## src/rtl/game_pkg.sv

```systemverilog
`default_nettype none
// ------------------------------------------------------------------
// Module   : game_pkg
// Purpose  : shared states and drawer job codes for the game sequencer
// Revision : 1.0
// ------------------------------------------------------------------
package game_pkg;

   typedef enum logic [3:0] {
      S_IDLE        = 4'd0,
      S_DRAW_START  = 4'd1,
      S_WAIT_SEL    = 4'd2,
      S_DRAW_MAP    = 4'd3,
      S_START_TIMER = 4'd4,
      S_ERASE       = 4'd5,
      S_UPDATE      = 4'd6,
      S_DRAW_CAR    = 4'd7,
      S_FRAME_WAIT  = 4'd8,
      S_DRAW_OVER   = 4'd9,
      S_OVER_WAIT   = 4'd10
   } state_t;

   localparam int DRAW_SEL_W = 3;

   localparam logic [DRAW_SEL_W-1:0] DRAW_START = 3'd0;
   localparam logic [DRAW_SEL_W-1:0] DRAW_MAP   = 3'd1;
   localparam logic [DRAW_SEL_W-1:0] DRAW_ERASE = 3'd2;
   localparam logic [DRAW_SEL_W-1:0] DRAW_CAR   = 3'd3;
   localparam logic [DRAW_SEL_W-1:0] DRAW_OVER  = 3'd4;

endpackage
`default_nettype wire

```

## src/rtl/frame_delay_counter.sv

```systemverilog
`default_nettype none
// ------------------------------------------------------------------
// Module   : frame_delay_counter
// Purpose  : loadable down-counter that parks at zero, used for frame pacing
// Revision : 1.0
// ------------------------------------------------------------------
module frame_delay_counter #(
   parameter int FRAME_DELAY = 833333,
   parameter int DELAY_W     = $clog2(FRAME_DELAY)
) (
   input  logic clk,
   input  logic resetn,
   input  logic load,
   input  logic en,
   output logic zero
);

   localparam logic [DELAY_W-1:0] c_LOAD = DELAY_W'(FRAME_DELAY - 1);

   logic [DELAY_W-1:0] r_count;

   // Saturates at zero so an idle enable can never wrap into a new period.
   always_ff @(posedge clk) begin
      if (!resetn) begin
         r_count <= '0;
      end else if (load) begin
         r_count <= c_LOAD;
      end else if (en && (r_count != '0)) begin
         r_count <= r_count - DELAY_W'(1);
      end
   end

   assign zero = (r_count == '0);

endmodule
`default_nettype wire

```

## src/rtl/game_flow_ctrl.sv

```systemverilog
`default_nettype none
// ------------------------------------------------------------------
// Module   : game_flow_ctrl
// Purpose  : top-level game sequencer driving the shared drawer and timers
// Revision : 1.0
// ------------------------------------------------------------------
module game_flow_ctrl
   import game_pkg::*;
#(
   parameter int NUM_MAPS    = 4,
   parameter int MAP_W       = $clog2(NUM_MAPS),
   parameter int FRAME_DELAY = 833333,
   parameter int DELAY_W     = $clog2(FRAME_DELAY)
) (
   input  logic                  clk,
   input  logic                  resetn,
   input  logic [NUM_MAPS-1:0]   btn,
   input  logic                  draw_done,
   input  logic                  time_up,
   output logic                  draw_go,
   output logic [DRAW_SEL_W-1:0] draw_sel,
   output logic [MAP_W-1:0]      map_idx,
   output logic                  timer_clr,
   output logic                  timer_en,
   output logic                  car_update,
   output logic                  game_over
);

   state_t              r_state;
   state_t              w_next;
   logic [NUM_MAPS-1:0] r_btn_q;
   logic [NUM_MAPS-1:0] w_press;
   logic [MAP_W-1:0]    r_map_idx;
   logic                r_end_pend;
   logic                w_cnt_load;
   logic                w_cnt_en;
   logic                w_cnt_zero;

   function automatic logic [MAP_W-1:0] f_lowest(input logic [NUM_MAPS-1:0] v);
      f_lowest = '0;
      for (int i = NUM_MAPS - 1; i >= 0; i--) begin
         if (v[i]) begin
            f_lowest = MAP_W'(i);
         end
      end
   endfunction

   assign w_press    = btn & ~r_btn_q;
   assign w_cnt_load = (r_state == S_DRAW_CAR) && draw_done;
   assign w_cnt_en   = (r_state == S_FRAME_WAIT);
   assign map_idx    = r_map_idx;

   frame_delay_counter #(
      .FRAME_DELAY (FRAME_DELAY),
      .DELAY_W     (DELAY_W)
   ) u_frame_cnt (
      .clk    (clk),
      .resetn (resetn),
      .load   (w_cnt_load),
      .en     (w_cnt_en),
      .zero   (w_cnt_zero)
   );

   always_ff @(posedge clk) begin
      if (!resetn) begin
         r_state <= S_IDLE;
      end else begin
         r_state <= w_next;
      end
   end

   // A timeout seen mid-frame is remembered so the frame still finishes drawing.
   always_ff @(posedge clk) begin
      if (!resetn) begin
         r_btn_q    <= '0;
         r_map_idx  <= '0;
         r_end_pend <= 1'b0;
      end else begin
         r_btn_q <= btn;
         if ((r_state == S_WAIT_SEL) && (|w_press)) begin
            r_map_idx <= f_lowest(w_press);
         end
         if (r_state == S_START_TIMER) begin
            r_end_pend <= 1'b0;
         end else if (timer_en && time_up) begin
            r_end_pend <= 1'b1;
         end
      end
   end

   always_comb begin
      w_next     = r_state;
      draw_go    = 1'b0;
      draw_sel   = DRAW_START;
      timer_clr  = 1'b0;
      timer_en   = 1'b0;
      car_update = 1'b0;
      game_over  = 1'b0;
      case (r_state)
         S_IDLE: begin
            w_next = S_DRAW_START;
         end
         S_DRAW_START: begin
            draw_go  = 1'b1;
            draw_sel = DRAW_START;
            if (draw_done) w_next = S_WAIT_SEL;
         end
         S_WAIT_SEL: begin
            if (|w_press) w_next = S_DRAW_MAP;
         end
         S_DRAW_MAP: begin
            draw_go  = 1'b1;
            draw_sel = DRAW_MAP;
            if (draw_done) w_next = S_START_TIMER;
         end
         S_START_TIMER: begin
            timer_clr = 1'b1;
            w_next    = S_ERASE;
         end
         S_ERASE: begin
            draw_go  = 1'b1;
            draw_sel = DRAW_ERASE;
            timer_en = 1'b1;
            if (draw_done) w_next = S_UPDATE;
         end
         S_UPDATE: begin
            car_update = 1'b1;
            timer_en   = 1'b1;
            w_next     = S_DRAW_CAR;
         end
         S_DRAW_CAR: begin
            draw_go  = 1'b1;
            draw_sel = DRAW_CAR;
            timer_en = 1'b1;
            if (draw_done) w_next = S_FRAME_WAIT;
         end
         S_FRAME_WAIT: begin
            timer_en = 1'b1;
            if (w_cnt_zero) begin
               w_next = (r_end_pend || time_up) ? S_DRAW_OVER : S_ERASE;
            end
         end
         S_DRAW_OVER: begin
            draw_go   = 1'b1;
            draw_sel  = DRAW_OVER;
            game_over = 1'b1;
            if (draw_done) w_next = S_OVER_WAIT;
         end
         S_OVER_WAIT: begin
            game_over = 1'b1;
            if (|w_press) w_next = S_DRAW_START;
         end
         default: begin
            w_next = S_IDLE;
         end
      endcase
   end

endmodule
`default_nettype wire

```

## config.mk

```make
export PLATFORM = sky130hd
export DESIGN_NAME = game_flow_ctrl
export DESIGN_NICKNAME = d
export VERILOG_FILES = /design/src/rtl/game_pkg.sv /design/src/rtl/frame_delay_counter.sv /design/src/rtl/game_flow_ctrl.sv
export SDC_FILE = /design/constraint.sdc
export NUM_CORES = 1
export LEC_CHECK = 0
export BUFFER_PORTS_ARGS = -buffer_cell sky130_fd_sc_hd__buf_2
export CORE_UTILIZATION = 38
export CTS_BUF_LIST = sky130_fd_sc_hd__clkbuf_8
export CTS_CLUSTER_SIZE = 14
export DETAILED_ROUTE_END_ITERATION = 8
export GPL_TIMING_DRIVEN = 0
export HOLD_SLACK_MARGIN = 0.03
export PLACE_DENSITY = 0.64
export SKIP_CTS_REPAIR_TIMING = 1
export SLEW_MARGIN = 20
export SYNTH_ARGS = -nofsm -noshare
export SYNTH_HDL_FRONTEND = slang
export SYNTH_SLANG_ARGS = --single-unit
```

## constraint.sdc

```tcl
create_clock -name clk -period 2.1 [get_ports clk]
set_clock_uncertainty 0.1 [all_clocks]
set_input_delay 0 -clock clk [delete_from_list [all_inputs] [get_ports clk]]
set_output_delay 0 -clock clk [all_outputs]
set_load 0.02 [all_outputs]
```

==> metrics.txt, run 1 <==
grt ovf=0; Post-synth ARST share=0; fin area=0.002201 mm^2; Die Wd=69.68 um; pins over their slew limit=0; clk slew on worst S/H paths=0.06 ns; WL final=4004 um; clk sink count=31; Design Power=1.580 mW; Synth Register Bits=31; H-tree Lvls=2; Peak supply drop=350.0 uV; Least-Margin Pin Slew=0.5203 ns; Seq/Total Area, Yosys=0.3566; clock latency on the worst-skew pair=0.28 ns; ys flop type=dfxtp_1; CTS tree=done; Mapped Cells=205; post-route insts no fill=300; Leakage=0.8145 nW; Min Hold Slack=0.3952 ns; CP Capture Type=flop; most area-hungry cell type in the Yosys netlist=dfxtp_1; Area growth syn-to-layout=26.46%; placed inst area=0.001891 mm^2; Commonest cells post-synth=dfxtp_1 (31), nor2_1 (21), a21oi_1 (19); maxcap violations=0; number of global-route vias before repair=1464; Synth Cell Area=0.001740 mm^2; Synth top area share=0.3566; GRT Util Overall=0.1666; largest net degree at the start of global routing=11; Slew headroom=0.6531; Top Ports=18; DRC viols=0; final setup vio count=0; drt wl/cell=13.35 um; DIE HEIGHT=69.68 um; Synth cell types=43; layout cells sized above 1=0.2177; CP arrival=2.09 ns; post-layout min period=2.016 ns; pwr dens=717.9 mW/mm^2; leading post-synthesis cells by cell area=dfxtp_1 (36%), xnor2_1 (8.1%), a21oi_1 (5.5%); Detailed Route Iter0 Violations=72; Hold Crit Depth=2; Worst Hold Class=flop to flop; placed cell count=274; DP Wirelength=2755 um; I/O Buffers=17; routability cong.=0.8121; reg2reg path depth=6; CP Max Fanout=8; slowest CP cell=dfxtp_1; vias per std cell=5.340; Worst Path Required=2.17 ns; clock buffer depth=2; row count=24; syn avg cell area=8.490 um^2; DRT Pass-1 Iters=4; wire length of the first global-routing pass=6541 um; TritonCTS Buffers=5; CP Cell Sequence=nor4_4, and2_1, clkbuf_2, a2111oi_4, a211oi_2, a31o_2; post-route core utilization=0.5020; Worst setup SP type=flop; Syn Nets=215; Nets=257; Max stage delay on crit path=0.55 ns; outcome=complete, no violations; Vias=1602; Max Fclk=496.0 MHz; Starting Density=0.3970; die area=0.004855 mm^2; Antenna Nets Post-Route=0; core area=0.004384 mm^2; hold violation total from the final report=0; Syn. warnings=0; Ant. Diodes=0; Post-synth EDFFs=0; initial antenna violation count=0; cell with the most instances after synthesis=dfxtp_1; root buffer cell=clkbuf_8; post-route clock period utilization=0.9601; Crit Path Class=flop to flop
[layout make-up]
| type | count | area [um^2] |
|---|---|---|
| plain buffers | 11 | 63.81 |
| clock buffers | 5 | 68.82 |
| clock inverters | 3 | 12.51 |
| fillers | 420 | 2183 |
| inverters | 7 | 26.28 |
| multi-input cells | 156 | 1087 |
| flip-flops and latches | 31 | 625.6 |
| well taps | 52 | 65.06 |
| repair buffers | 35 | 251.5 |
[metal layers]
metal | global-route usage | part of all wire | up-vias
met5 | 0 | 0 | -
met4 | 0.05556 | 0.0095 | 0
met3 | 0.03924 | 0.026 | 4
met2 | 0.2880 | 0.49 | 26
met1 | 0.2029 | 0.47 | 753
li1 | - | - | 819
[cell usage in the layout, fill, tap and decap left out, types with 4 or more instances in the layout]
cell and count:
dfxtp_1 29, nor2_1 21, a21oi_1 19, buf_2 18, xnor2_1 16, nor3_1 12
dlygate4sd3_1 11, nand2b_1 10, inv_1 9, and2_1 8, nand2_1 8, nor4_1 8
a211oi_1 6, buf_4 6, o21ai_0 5, clkbuf_8 5, clkbuf_1 4, nor2b_1 4
[stage by stage]
step	worst slack (ns)	TNS, ns
floorplan	0.2066	0
detailed placement	-0.1651	-0.4446
global route	-0.02302	-0.02302
global placement	-0.1132	-0.2106
finish	0.08376	0
CTS	-0.1790	-0.5143
[worst max-delay path, delay by kind of cell (launching register included)]
family	cells	cell delay, ns
compound gates	3	0.80
flops	1	0.55
buf+inv	1	0.19
simple gates	2	0.26
[worst paths after layout]
| check | startpoint | end | slack, ns |
|---|---|---|---|
| max | u_frame_cnt.r_count[2] | u_frame_cnt.r_count[6] | 0.08 |
| min | map_idx[0] | map_idx[0] | 0.40 |
| max reg2reg | u_frame_cnt.r_count[2] | u_frame_cnt.r_count[6] | 0.08 |
| min reg2reg | map_idx[0] | map_idx[0] | 0.40 |
[flip-flops by register name (all words and copies together), names as in the netlist]
register             cells
r_btn_q                  4
r_state                  4
map_idx                  2
r_end_pend               1
u_frame_cnt.r_count     20
[report_power, final]
part | internal (mW) | leakage (nW) | switching (mW)
clock | 0.222 | 0.0505 | 0.211
sequential | 0.622 | 0.253 | 0.0330
combinational | 0.211 | 0.511 | 0.281
total | 1.05 | 0.814 | 0.525
[logic make-up (layout without fill, tap and decap cells)]
kind of cell	Yosys count	after routing	share of synthesized area
AND/OR/NAND/NOR	95	95	0.3321
AO/OA/AOI/OAI	42	42	0.1654
flip-flops	31	31	0.3566
buffers and inverters	18	61	0.04529
XOR/XNOR	16	16	0.08052
adder cells (fa/ha/maj)	2	2	0.01438
multiplexers	1	1	0.005751
Power figures use the tool's default switching activity.
==> run 2: changes to the inputs <==
==> constraint.sdc (replaced) <==
create_clock -name clk -period 2.1 [get_ports clk]
set_clock_uncertainty 0.1 [all_clocks]
set_input_delay 0.315 -clock clk [delete_from_list [all_inputs] [get_ports clk]]
set_output_delay 0.315 -clock clk [all_outputs]
set_load 0.02 [all_outputs]
==> run 2 against run 1 <==
Global-route usage unchanged. First-iteration DRC count fell by 14%. Worst setup slack got worse by 0.0012 ns. Clock-buffer cell count unchanged. Worst hold slack worse by 0.24 ns. Sequential power hardly changed. Design area shrank 5.1%. Critical path type unchanged. Critical endpoint unchanged. Largest power group unchanged.
==> metrics.txt, run 2 (same netlist as run 1, synthesis figures left out) <==
Top Ports=18 (unchanged); post-route core utilization=0.4766 (-0.02540); H-tree Lvls=2 (unchanged); I/O Buffers=17 (unchanged); Worst setup SP type=flop; Most flops, register=u_frame_cnt.r_count; Least-Margin Pin Slew=0.5200 ns (-0.0003644 ns); post-route clock period utilization=0.9607 (about the same); core area=0.004384 mm^2 (unchanged); wire length of the first global-routing pass=6541 um (unchanged); filler cell count=427 (+1.7%); CTS tree=done; layout cells sized above 1=0.2373 (+0.01955); grt ovf=0 (unchanged); Slew headroom=0.6534 (about the same); pins over their slew limit=0 (unchanged); hold violation total from the final report=0 (unchanged); Post-Route M1 WL=1872 um (-1.3%); clk slew on worst S/H paths=0.07 ns (about the same); fin area=0.002090 mm^2 (-5.1%); met3 wire length=118 um (+15%); routed wl met2=1840 um (-6.4%); Max stage delay on crit path=0.55 ns (about the same); Ant. Diodes=0 (unchanged); Nets=245 (-4.7%); max FFs per register=20 (unchanged); pwr dens=749.4 mW/mm^2 (+4.4%); CP arrival=2.09 ns (about the same); Area growth syn-to-layout=20.06%; root buffer cell=clkbuf_8; clock buffer depth=2 (unchanged); Max Used Layer=met4; Worst Hold Class=input pin to flop; DRT Pass-1 Iters=4 (unchanged); die area=0.004855 mm^2 (unchanged); GRT Util Overall=0.1666 (unchanged); slowest CP cell=dfxtp_1; CP Cell Sequence=nor4_4, and2_1, clkbuf_2, a2111oi_4, a211oi_2, a31o_2; routability cong.=0.8121 (unchanged); Crit Path Class=flop to flop; Detailed Route Iter0 Violations=62 (-14%); maxcap violations=0 (unchanged); Max Fclk=495.7 MHz (about the same); final setup vio count=0 (unchanged); largest net degree at the start of global routing=11 (unchanged); Vias=1542 (-3.7%); CP Capture Type=flop; DRC viols=0 (unchanged); Antenna Nets Post-Route=0 (unchanged); vias per std cell=5.354 (+0.27%); Hold Crit Depth=2 (unchanged); CP Max Fanout=8 (unchanged); initial antenna violation count=0 (unchanged); drt wl/cell=13.43 um (+0.63%); placed inst area=0.001891 mm^2 (unchanged); DIE HEIGHT=69.68 um (unchanged); largest registers=u_frame_cnt.r_count: 20 flops, r_btn_q: 4 flops, r_state: 4 flops; row count=24 (unchanged); DP Wirelength=2755 um (unchanged); number of global-route vias before repair=1464 (unchanged); commonest non-fill, non-tap cell in the layout=dfxtp_1; post-layout min period=2.017 ns (+0.001204 ns); Die Wd=69.68 um (unchanged); outcome=complete, no violations; clk sink count=31 (unchanged); TritonCTS Buffers=5 (unchanged); Starting Density=0.3970 (unchanged); Leakage=0.7645 nW (-6.1%); Peak supply drop=344.6 uV (-1.5%); clock latency on the worst-skew pair=0.28 ns (about the same); Worst Path Required=2.17 ns (about the same); WL final=3868 um (-3.4%); most frequent cells in the layout=dfxtp_1 (29), nor2_1 (21), buf_2 (19), a21oi_1 (19), xnor2_1 (16); reg2reg path depth=6 (unchanged)
run 2: changes by cell type in the layout (fill, tap and decap cells not counted), sizes merged:
cell,before,now
dlygate4sd3,11,0
buf,28,27
run 2: through the flow:
stage | hold WS, ns | setup TNS (ns) | power [mW] | setup slack [ns] | std cells
detailed placement | 0.3839 | -0.4446 | 1.086 | -0.1651 | 274
global placement | 0.3833 | -0.2106 | 1.082 | -0.1132 | 274
floorplan | 0.3151 | 0 | 0.9880 | 0.1276 | 205
CTS | 0.1480 | -0.6072 | 1.524 | -0.1790 | 282
global route | 0.1567 | -0.02302 | 1.664 | -0.02302 | 288
finish | 0.1578 | 0 | 1.566 | 0.08256 | 288
run 2: layout make-up:
type / count / area [um^2] / share of cell area
clock inverter: 3 / 12.51 / 0.005988
timing repair buffer: 23 / 133.9 / 0.06407
clock buffer: 5 / 68.82 / 0.03293
buffer: 11 / 63.81 / 0.03054
sequential: 31 / 625.6 / 0.2994
inverter: 7 / 26.28 / 0.01257
tap: 52 / 65.06 / 0.03114
multi-input combinational: 156 / 1094 / 0.5234
run 2: routing by layer:
metal,up-vias,global-route usage
met4,0,0.05556
met1,717,0.2029
met3,4,0.03924
met2,29,0.2880
met5,-,0
li1,792,-
run 2: final timing paths:
| kind | slack [ns] | start | to |
|---|---|---|---|
| worst max-delay path | 0.08 | u_frame_cnt.r_count[2] | u_frame_cnt.r_count[6] |
| worst max register to register | 0.08 | u_frame_cnt.r_count[2] | u_frame_cnt.r_count[6] |
| worst min register to register | 0.39 | map_idx[0] | map_idx[0] |
| worst min-delay path | 0.16 | btn[2] | r_btn_q[2] |
run 2: worst max-delay path: cells and delay by family (launching register included):
| family | cells | cell delay (ns) |
|---|---|---|
| compound gates | 3 | 0.80 |
| simple gates | 2 | 0.27 |
| buf+inv | 1 | 0.19 |
| flops | 1 | 0.55 |
run 2: where the power goes:
part / total [mW] / internal (mW) / switching [mW]
clock: 0.432 / 0.222 / 0.210
combinational: 0.479 / 0.198 / 0.281
sequential: 0.655 / 0.622 / 0.0330
